**config.mk**
```make
export PLATFORM = sky130hd
export DESIGN_NAME = univ_shift_register
export DESIGN_NICKNAME = d
export VERILOG_FILES = /design/src/rtl/univ_shift_register.sv
export SDC_FILE = /design/constraint.sdc
export NUM_CORES = 1
export LEC_CHECK = 0
export ABC_AREA = 1
export CAP_MARGIN = 20
export CELL_PAD_IN_SITES_DETAIL_PLACEMENT = 0
export CELL_PAD_IN_SITES_GLOBAL_PLACEMENT = 1
export CORE_ASPECT_RATIO = 1.4
export CORE_UTILIZATION = 32
export CTS_CLUSTER_DIAMETER = 80
export DETAILED_ROUTE_END_ITERATION = 16
export PLACE_DENSITY = 0.73
export SYNTH_ARGS = -nofsm -noshare
export SYNTH_HDL_FRONTEND = slang
export SYNTH_SLANG_ARGS = --single-unit
```
**constraint.sdc**
```tcl
create_clock -name clk -period 1.5 [get_ports clk]
set_clock_uncertainty 0.05 [all_clocks]
set_input_delay 0.3 -clock clk [delete_from_list [all_inputs] [get_ports clk]]
set_output_delay 0.3 -clock clk [all_outputs]
set_load 0.1 [all_outputs]
```
**src/rtl/univ_shift_register.sv**
```systemverilog
// Universal shift register with single-step and multi-step burst operation; one-cycle step latency.
// No backpressure: start is ignored (not queued) while a burst is running or completing.
module univ_shift_register #(
   parameter int WIDTH = 8,
   parameter int AW    = $clog2(WIDTH) + 1
) (
   input  logic             clk,
   input  logic             rst_n,
   input  logic             en,
   input  logic [2:0]       mode,
   input  logic             sin_r,
   input  logic             sin_l,
   input  logic [WIDTH-1:0] d,
   input  logic             start,
   input  logic [AW-1:0]    amt,
   output logic [WIDTH-1:0] q,
   output logic             sout,
   output logic             busy,
   output logic             done
);

   localparam logic [2:0] M_HOLD = 3'b000;
   localparam logic [2:0] M_SR   = 3'b001;
   localparam logic [2:0] M_SL   = 3'b010;
   localparam logic [2:0] M_ROR  = 3'b011;
   localparam logic [2:0] M_ROL  = 3'b100;
   localparam logic [2:0] M_ASR  = 3'b101;
   localparam logic [2:0] M_LOAD = 3'b110;
   localparam logic [2:0] M_CLR  = 3'b111;

   typedef enum logic [1:0] {IDLE, RUN, DONE} state_t;

   state_t           state, state_nxt;
   logic [2:0]       mode_lat, mode_lat_nxt, op;
   logic [AW-1:0]    cnt, cnt_nxt;
   logic             apply;
   logic             is_shift;
   logic [WIDTH-1:0] q_step;
   logic             sout_step;

   assign is_shift = (mode != M_HOLD) && (mode <= M_ASR);

   // cnt holds the number of steps still owed while in RUN
   always_comb begin
      state_nxt    = state;
      mode_lat_nxt = mode_lat;
      cnt_nxt      = cnt;
      op           = mode;
      apply        = 1'b0;
      case (state)
         IDLE: begin
            if (start) begin
               mode_lat_nxt = mode;
               state_nxt    = DONE;
               cnt_nxt      = '0;
               if (!is_shift) begin
                  apply = 1'b1;
               end else if (amt != '0) begin
                  apply = 1'b1;
                  if (amt > AW'(1)) begin
                     state_nxt = RUN;
                     cnt_nxt   = amt - AW'(1);
                  end
               end
            end else begin
               apply = en;
            end
         end
         RUN: begin
            op      = mode_lat;
            apply   = 1'b1;
            cnt_nxt = cnt - AW'(1);
            if (cnt == AW'(1)) state_nxt = DONE;
         end
         DONE:    state_nxt = IDLE;
         default: state_nxt = IDLE;
      endcase
   end

   always_comb begin
      q_step    = q;
      sout_step = sout;
      case (op)
         M_SR:  begin q_step = {sin_r, q[WIDTH-1:1]};      sout_step = q[0];       end
         M_SL:  begin q_step = {q[WIDTH-2:0], sin_l};      sout_step = q[WIDTH-1]; end
         M_ROR: begin q_step = {q[0], q[WIDTH-1:1]};       sout_step = q[0];       end
         M_ROL: begin q_step = {q[WIDTH-2:0], q[WIDTH-1]}; sout_step = q[WIDTH-1]; end
         M_ASR: begin q_step = {q[WIDTH-1], q[WIDTH-1:1]}; sout_step = q[0];       end
         M_LOAD: q_step = d;
         M_CLR:  q_step = '0;
         default: ;
      endcase
   end

   always_ff @(posedge clk or negedge rst_n) begin
      if (!rst_n) begin
         state    <= IDLE;
         mode_lat <= M_HOLD;
         cnt      <= '0;
         q        <= '0;
         sout     <= 1'b0;
      end else begin
         state    <= state_nxt;
         mode_lat <= mode_lat_nxt;
         cnt      <= cnt_nxt;
         if (apply) begin
            q    <= q_step;
            sout <= sout_step;
         end
      end
   end

   assign busy = (state == RUN);
   assign done = (state == DONE);

endmodule

```
## Word-level counts from Yosys, hierarchy flattened

Index checks and enable logic that the tools add are counted.

- Logic and storage cells: 57
- Bits of input ports: 21
- Register bits: 18
- Output and inout bits: 11

- Reduce and logical (&&, ||, !) cells: 16
- Magnitude comparators: 2
- Muxes and demuxes: 18
- Equality and inequality tests: 12
- Add/subtract/negate cells: 2
- Bitwise operators: 1

Operators by type and width:

| operator | count |
|---|---|
| case mux 8 bit (7 select lines) | 1 |
| 2-to-1 mux 4 bit | 4 |
| == test 3 bit (second input constant) | 4 |
| 2-to-1 mux 2 bit | 5 |
| AND reduction 2 bit | 5 |
| case mux 4 bit (2 select lines) | 1 |
| subtractor 4 x 1 -> 4 bit (second input constant) | 2 |
| nonzero test 7 bit | 1 |
| == test 3 x 2 -> 1 bit (second input constant) | 2 |
| nonzero test 6 bit | 1 |
| == test 4 x 1 -> 1 bit (second input constant) | 1 |
| > comparator 4 x 1 -> 1 bit (second input constant) | 1 |
| case mux 1 bit (2 select lines) | 2 |
| case mux 2 bit (2 select lines) | 1 |
| nonzero test 2 bit | 2 |
| nonzero test 4 bit | 1 |
| == test 3 x 1 -> 1 bit (second input constant) | 1 |
| less-or-equal comparator 3 bit (second input constant) | 1 |
| 2-to-1 mux 1 bit | 3 |
| 2-to-1 mux 3 bit | 1 |
| AND reduction 3 bit | 1 |
| nonzero test 3 bit | 1 |
| OR reduction 3 bit | 1 |
| == test 2 x 1 -> 1 bit (second input constant) | 1 |
| other kinds (7) | 7 |

## Logic depth before layout (Yosys ltp)

Gate-level depths: netlist of run 1.

- Word-level depth: 6
- Mapped depth: 12
- Gate-level depth less buffers: 11

## Least setup slack after synthesis of run 1

No wires, ideal clock.

- Kind: reg2reg
- From: reg state[0]
- To: reg q[1]
- Stages on the path, launching flop included: 13
- Arrival: 2.155 ns
- Path buffers: 1
- Setup time: 0.121 ns
- Setup slack: -0.825 ns
- Required time: 1.329 ns
- Cell sequence: dfrtp_1 buf_6 inv_2 nor2_2 nand2_1 nand2_2 nand2_1 nand2_2 nand2_2 nand2_1 nand2_2 nor2_2 nor2_2

- Word-level cells in the longest chain between the ends: 5
- Elaborated cells between the ends (all ways): 14
- Those cells by class: eq/ne: 8; mux: 3; reduce/logical: 3

RTL lines:

| item | line | source |
|---|---|---|
| start: declaration | 33 | `state_t state, state_nxt;` |
| start signal: assignment | 103 | `state <= state_nxt;` |
| == test 2 x 1 -> 1 bit * | - |  |
| named net busy | 18 | `output logic busy,` |
| 2-to-1 mux 3 bit | 50 | `case (state)` |
| == test 3 bit (tied with other cells) | 83 | `case (op)` |
| nonzero test 7 bit (no source line) | - |  |
| AND reduction 2 bit (no source line) | - |  |
| end signal: assignment | 107 | `q <= q_step;` |
| end: declaration | 16 | `output logic [WIDTH-1:0] q,` |

The timed path passes the listed nets; every way through them passes the cells marked *.
A chain may end at the register's enable or synchronous reset.

## Worst setup path in the final report of run 1

- From: reg state[0]
- To: out busy

- Word-level cells in the longest chain between the ends: 1

RTL lines:

| item | line | source |
|---|---|---|
| == test 2 x 1 -> 1 bit | 113 | `assign busy = (state == RUN);` |
| end: declaration | 18 |  |

No other way between the ends.

==> metrics.yaml, run 1 <==
run_status:
  status: "finished with violations"
  violations: "setup timing"
global_routing:
  track_usage_pct: 18.1
  grt_max_degree: 19
  grt_pass1_wl_mm: 6.59
  first_global_vias: 1576
  grt-ovfl-total: 0
  antenna_found_initial: 0
logic_synthesis:
  yosys.cell_types.count: 29
  synthXorXnorAreaFrac_pct: 1.83
  synth-seq-cells: 18
  synth_area_mm2: 0.00143
  synth_area_leaders: "dfrtp_1, nand2_1, nor2_1"
  yosysSeqAreaShare_pct: 31.4
  syn-num-nets: 228
  yosysTopAreaCell: "dfrtp_1"
  synthesis.instances: 202
  synthMuxAreaShare_pct: 0
  synth-adder-area-share_pct: 4.36
  synth_compound_area_share_pct: 8.73
  synth_top_family_by_area: "simple AND/OR/NAND/NOR gates"
  synthSimpleGateAreaFrac_pct: 43.7
  syn_avg_cell_area_um2: 7.10
  yosys_warnings: 0
  yosysTopAreaCellShare_pct: 31.4
placement:
  port_buffers: 31
  place_ws_ns: -0.457
  dp.final_hpwl_mm: 2.79
  gp_congestion: 0.776
clock_tree:
  cts_buffers: 3
  cts.sink_count: 18
  cts-root-buf: "clkbuf_8"
  clkTransAtPathRegs_ns: 0.08
  cts_tree: "yes"
  htreeDepth: 1
  cts_hold_buffers: 0
  clock_latency_ns: 0.26
  cts_buffer_depth: 2
die:
  io_pins: 32
  core_mm2: 0.00427
  rows: 28
  die_h_um: 81.2
  dieWidth_um: 58.6
  die-area_mm2: 0.00476
  start_util_pct: 33.5
worst_setup_path:
  critical_path.top_delay_family: "buffers and inverters"
  path_max_fanout: 5
  cp-end-kind: "output pin"
  startpoint_type: "flop"
  critPathMaxStageDelay_ns: 0.46
  required_ns: 1.15
  cp_common_cell: "buf_12"
  path_buf_inv: 4
  cp_cell_sequence: "buf_12 -> clkinv_8 -> nor2_4 -> buf_6 -> buf_12"
  crit_slowest_cell: "dfrtp_2"
  arrival_ns: 1.30
  path_class: "reg -> out"
finish:
  fill_cells: 394
  seqCellArea_um2: 452
  finalNetCount: 305
  multi_input_area_mm2: 0.00105
  drive_gt1_share_pct: 42.8
  antenna_cells: 0
  area_delta_synth_final_pct: 77.4
  final_util_pct: 59.5
routing:
  via_per_inst: 4.62
  post-route-drc-count: 0
  routed_wl_mm: 3.98
  routed-via-count: 1562
  wire_per_inst_um: 11.8
  drtIter0Drc: 62
  drtAntennaViolNets: 0
  firstDrtPassIters: 4
timing:
  hold_violations: 0
  setup_viol: 13
  finalWorstSetupSlack_ns: -0.148
  fmaxAchievable_ghz: 0.607
  fin_crit_sh_pct: 110
  finalSetupTns_ns: -1.34
  rsz0062_at_grt: "true"
  drv_slew: 0
  max-slew-margin-rel_pct: 72.3
  holdWs_ns: 0.318
  worst-slew-pin-transition_ns: 0.414
  min_period_ns: 1.65
min_path:
  hold_path_class: "in -> async"
run:
  cap_violations: 0
synthesized netlist by cell type (all sizes together):
library cell and n:
nand2 69, nor2 34, inv 24, nand3 21, dfrtp 18, o21ai 8, a21oi 6, ha 5
buf 3, nand4 3, nor3 2, o31ai 2, xor2 2, a21boi 1, a31oi 1, o2111ai 1
o22ai 1, xnor2 1
layer usage:
layer	vias up	routed length (um)	track usage (%)	part of all wire, %
met2	38	2160	34.9	54
met4	0	93	7.62	2.3
li1	796	-	-	-
met1	719	1610	19.2	40
met3	9	115	2.23	2.9
met5	-	0	0	0
layout make-up:
class	instances	share of cell area [%]
repair buffers	75	31.4
clock buffers	4	2.16
inverters	24	4.43
flip-flops and latches	18	17.8
well taps	60	2.95
multi-input cells	157	41.3
sequential cells by signal, summed over array words and instances, names as in the netlist:
name and cells:
q 8, cnt 4, mode_lat 3, state 2
sout 1
cells by family after synthesis:
| group | Yosys count |
|---|---|
| DFF | 18 |
| and+or+nand+nor | 129 |
| buffers and inverters | 27 |
| xor gates and xnor gates | 3 |
| AOI/OAI and AO/OA | 20 |
| adders and majority gates | 5 |
final timing paths:
check	start	end	slack, ns	cells past startpoint
setup / recovery	state[0]$_DFFE_PN0P_	busy	-0.15	5
hold / removal	rst_n	q[7]$_DFFE_PN0P_	0.32	2
setup reg to reg	state[0]$_DFFE_PN0P_	q[6]$_DFFE_PN0P_	-0.13	8
hold reg to reg	cnt[1]$_DFFE_PN0P_	cnt[1]$_DFFE_PN0P_	0.49	2
max in group asynchronous	rst_n	state[0]$_DFFE_PN0P_	0.86	2
min in group clk	mode[1]	mode_lat[1]$_DFFE_PN0P_	0.41	3
per-stage QoR:
step,cells,instance area [um^2]
after floorplan,202,1460
after global placement,318,2140
after detailed placement,318,2140
after CTS,332,2420
after global routing,338,2540
final,338,2540
layout by cell type (no fill, tap or decap), types with 2 or more instances in the layout:
master | Yosys | routed
nand2_1 | 55 | 41
nand2_2 | 10 | 10
o21ai_1 | 0 | 2
o21ai_0 | 8 | 5
nor2_2 | 3 | 9
a21oi_1 | 5 | 5
nand4_1 | 3 | 3
o31ai_1 | 2 | 2
buf_6 | 2 | 4
nand2_8 | 2 | 3
buf_12 | 1 | 14
clkbuf_8 | 0 | 4
nand3_4 | 0 | 2
clkdlybuf4s50_1 | 0 | 16
xor2_1 | 2 | 2
dlygate4sd2_1 | 0 | 4
inv_1 | 21 | 16
nor2_1 | 29 | 20
nand2_4 | 2 | 15
buf_4 | 0 | 37
nand3_2 | 0 | 3
nor2_4 | 2 | 5
dfrtp_1 | 18 | 17
nand3_1 | 21 | 16
inv_2 | 1 | 5
ha_1 | 5 | 5
timing repair:
action	in CTS	in global routing
pin swaps	17	12
hold endpoints to repair	0	0
cloned	1	0
endpoints found under the setup margin	17	17
setup buffers	9	7
resized for setup	38	28
Power of run 1 is not shown: default switching activity piles up to over one toggle a cycle in this logic, so the estimate is an artifact.
==> inputs of run 2 (changes only) <==
--- a/config.mk
+++ b/config.mk
@@ -10,10 +10,12 @@
 export CELL_PAD_IN_SITES_DETAIL_PLACEMENT = 0
 export CELL_PAD_IN_SITES_GLOBAL_PLACEMENT = 1
 export CORE_ASPECT_RATIO = 1.4
-export CORE_UTILIZATION = 32
+export CORE_UTILIZATION = 33
+export CTS_BUF_LIST = sky130_fd_sc_hd__clkbuf_4
 export CTS_CLUSTER_DIAMETER = 80
 export DETAILED_ROUTE_END_ITERATION = 16
-export PLACE_DENSITY = 0.73
+export PLACE_DENSITY = 0.75
+export REMOVE_ABC_BUFFERS = 1
 export SYNTH_ARGS = -nofsm -noshare
 export SYNTH_HDL_FRONTEND = slang
 export SYNTH_SLANG_ARGS = --single-unit
==> run 2 against run 1 <==
- the run ends with DRC, setup timing left
- via count shrank 2.6%
- die area shrank 2.9%
- cell area shrank 5.1%
- sequential share of layout area grew 0.96 points
- flip-flop and latch count is the same
- setup slack lost 0.033 ns
- utilization shrank 2.1 points
- critical path depth grew 3
==> metrics.yaml, run 2 (synthesized netlist as in run 1, its figures left out) <==
timing:
  worst-slew-pin-transition_ns: 0.257  # -0.157 ns
  fmaxAchievable_ghz: 0.595  # -2.0%
  drv_slew: 0  # unchanged
  rsz0062_at_grt: "true"
  finalWorstSetupSlack_ns: -0.180  # -0.0329 ns
  min_period_ns: 1.68  # +0.0329 ns
  max-slew-margin-rel_pct: 82.8  # +11 points
  fin_crit_sh_pct: 112  # +2.2 points
  hold_violations: 0  # unchanged
  setup_viol: 11  # -2
clock_tree:
  cts.sink_count: 18  # unchanged
  cts_buffer_depth: 2  # unchanged
  clock_latency_ns: 0.30  # +0.04 ns
  clkTransAtPathRegs_ns: 0.12  # +0.04 ns
  cts-root-buf: "clkbuf_4"
  cts_hold_buffers: 0  # unchanged
  cts_buffers: 3  # unchanged
  htreeDepth: 1  # unchanged
  cts_tree: "yes"
worst_setup_path:
  path_max_fanout: 8  # +3
  crit_start: "state[0]$_DFFE_PN0P_"
  startpoint_type: "flop"
  required_ns: 1.65  # +0.50 ns
  arrival_ns: 1.83  # +0.53 ns
  r2r-start: "state[0]$_DFFE_PN0P_"
  cp-end-kind: "flop"
  path_class: "reg -> reg"
  r2r_setup_slack_ns: -0.18  # -0.05 ns
  rr_worst_depth: 8  # unchanged
  timing.rr.end: "q[4]$_DFFE_PN0P_"
  endpoint: "q[4]$_DFFE_PN0P_"
global_routing:
  grt_pass1_wl_mm: 6.20  # -6.0%
  track_usage_pct: 17.3  # -0.79 points
  first_global_vias: 1368  # -13%
  grt-ovfl-total: 0  # unchanged
  antenna_found_initial: 0  # unchanged
  grt_max_degree: 19  # unchanged
finish:
  final_common_cell: "nand2_1"
  regMostFlops: "q"
  largest_reg_flops: 8  # unchanged
  antenna_cells: 0  # unchanged
  drive_gt1_share_pct: 40.3  # -2.5 points
  finalNetCount: 300  # -1.6%
  area_delta_synth_final_pct: 68.3
  layout_common_cells: "nand2_1, buf_4, nor2_1, nand3_1, clkdlybuf4s50_1"
  final_util_pct: 57.4  # -2.1 points
  largest_registers: "q: 8 flops, cnt: 4 flops, mode_lat: 3 flops"
  fill_cells: 376  # -4.6%
placement:
  dp.final_hpwl_mm: 2.82  # +1.1%
  port_buffers: 31  # unchanged
  gp_congestion: 0.805  # +3.7%
routing:
  post-route-drc-count: 4  # +4
  drtIter0Drc: 80  # +29%
  drtAntennaViolNets: 0  # unchanged
  routed-via-count: 1522  # -2.6%
  firstDrtPassIters: 10  # +6
  routed_wl_mm: 3.92  # -1.5%
  wire_per_inst_um: 12.3  # +4.7%
  via_per_inst: 4.79  # +3.6%
die:
  die-area_mm2: 0.00462  # -2.9%
  die_h_um: 80.0  # -1.5%
  rows: 28  # unchanged
  core_mm2: 0.00420  # -1.6%
  dieWidth_um: 57.7  # -1.5%
  io_pins: 32  # unchanged
  start_util_pct: 34.1  # +0.56 points
run:
  cap_violations: 0  # unchanged
run_status:
  violations: "DRC, setup timing"
  status: "finished with violations"
min_path:
  hold_path_class: "in -> async"
[run 2: worst max-delay path, cell delays in order (launching register included)]
cell,delay [ns]
dfrtp_2,0.51
buf_6,0.15
nor3_4,0.18
nand2_2,0.10
a21oi_4,0.23
buf_12,0.17
nand2_4,0.05
nor2_4,0.09
nor2_1,0.04
[run 2: final cells by class]
type	instances	area [um^2]	area share [%]
clock buffer	3	22.5	0.933
tap	45	56.3	2.33
inverter	24	100	4.15
timing repair buffer	70	767	31.8
sequential	18	452	18.7
multi-input combinational	157	1010	41.9
clock inverter	1	3.75	0.156
[run 2: stage by stage]
step | setup TNS, ns | hold WS [ns] | instance area, um^2 | worst slack [ns] | instances
2_1_floorplan | -11.91 | -0.0456 | 1390 | -0.951 | 199
3_3_place_gp | -5.98 | 0.468 | 2110 | -0.439 | 305
3_5_place_dp | -6.29 | 0.476 | 2110 | -0.475 | 305
4_1_cts | -1.34 | 0.283 | 2190 | -0.134 | 311
5_1_grt | -2.52 | 0.299 | 2410 | -0.249 | 318
6_report | -1.64 | 0.272 | 2410 | -0.180 | 318
[run 2: worst min-delay path by stage]
stage,start,end,slack (ns),depth (start not counted)
global route,rst_n,q[6]$_DFFE_PN0P_,0.30,2
global placement,cnt[1]$_DFFE_PN0P_,cnt[1]$_DFFE_PN0P_,0.47,2
CTS,rst_n,q[6]$_DFFE_PN0P_,0.28,2
detailed placement,cnt[1]$_DFFE_PN0P_,cnt[1]$_DFFE_PN0P_,0.48,2
finish,rst_n,q[0]$_DFFE_PN0P_,0.27,2
floorplan,rst_n,cnt[0]$_DFFE_PN0P_,-0.05,0
[run 2: what timing repair did]
action | CTS | global route
pin swaps | 4 | 23
cloned | 0 | 1
setup endpoints to repair | 17 | 18
gates resized for setup | 15 | 43
setup buffers | 2 | 8
[run 2: metal layers]
layer  wire length, um  global-route usage [%]
met5                 0                       0
met2              2180                    32.3
met4                44                    5.71
met3               140                    1.46
met1              1560                    20.3
Power of run 2 is left out for the same reason.
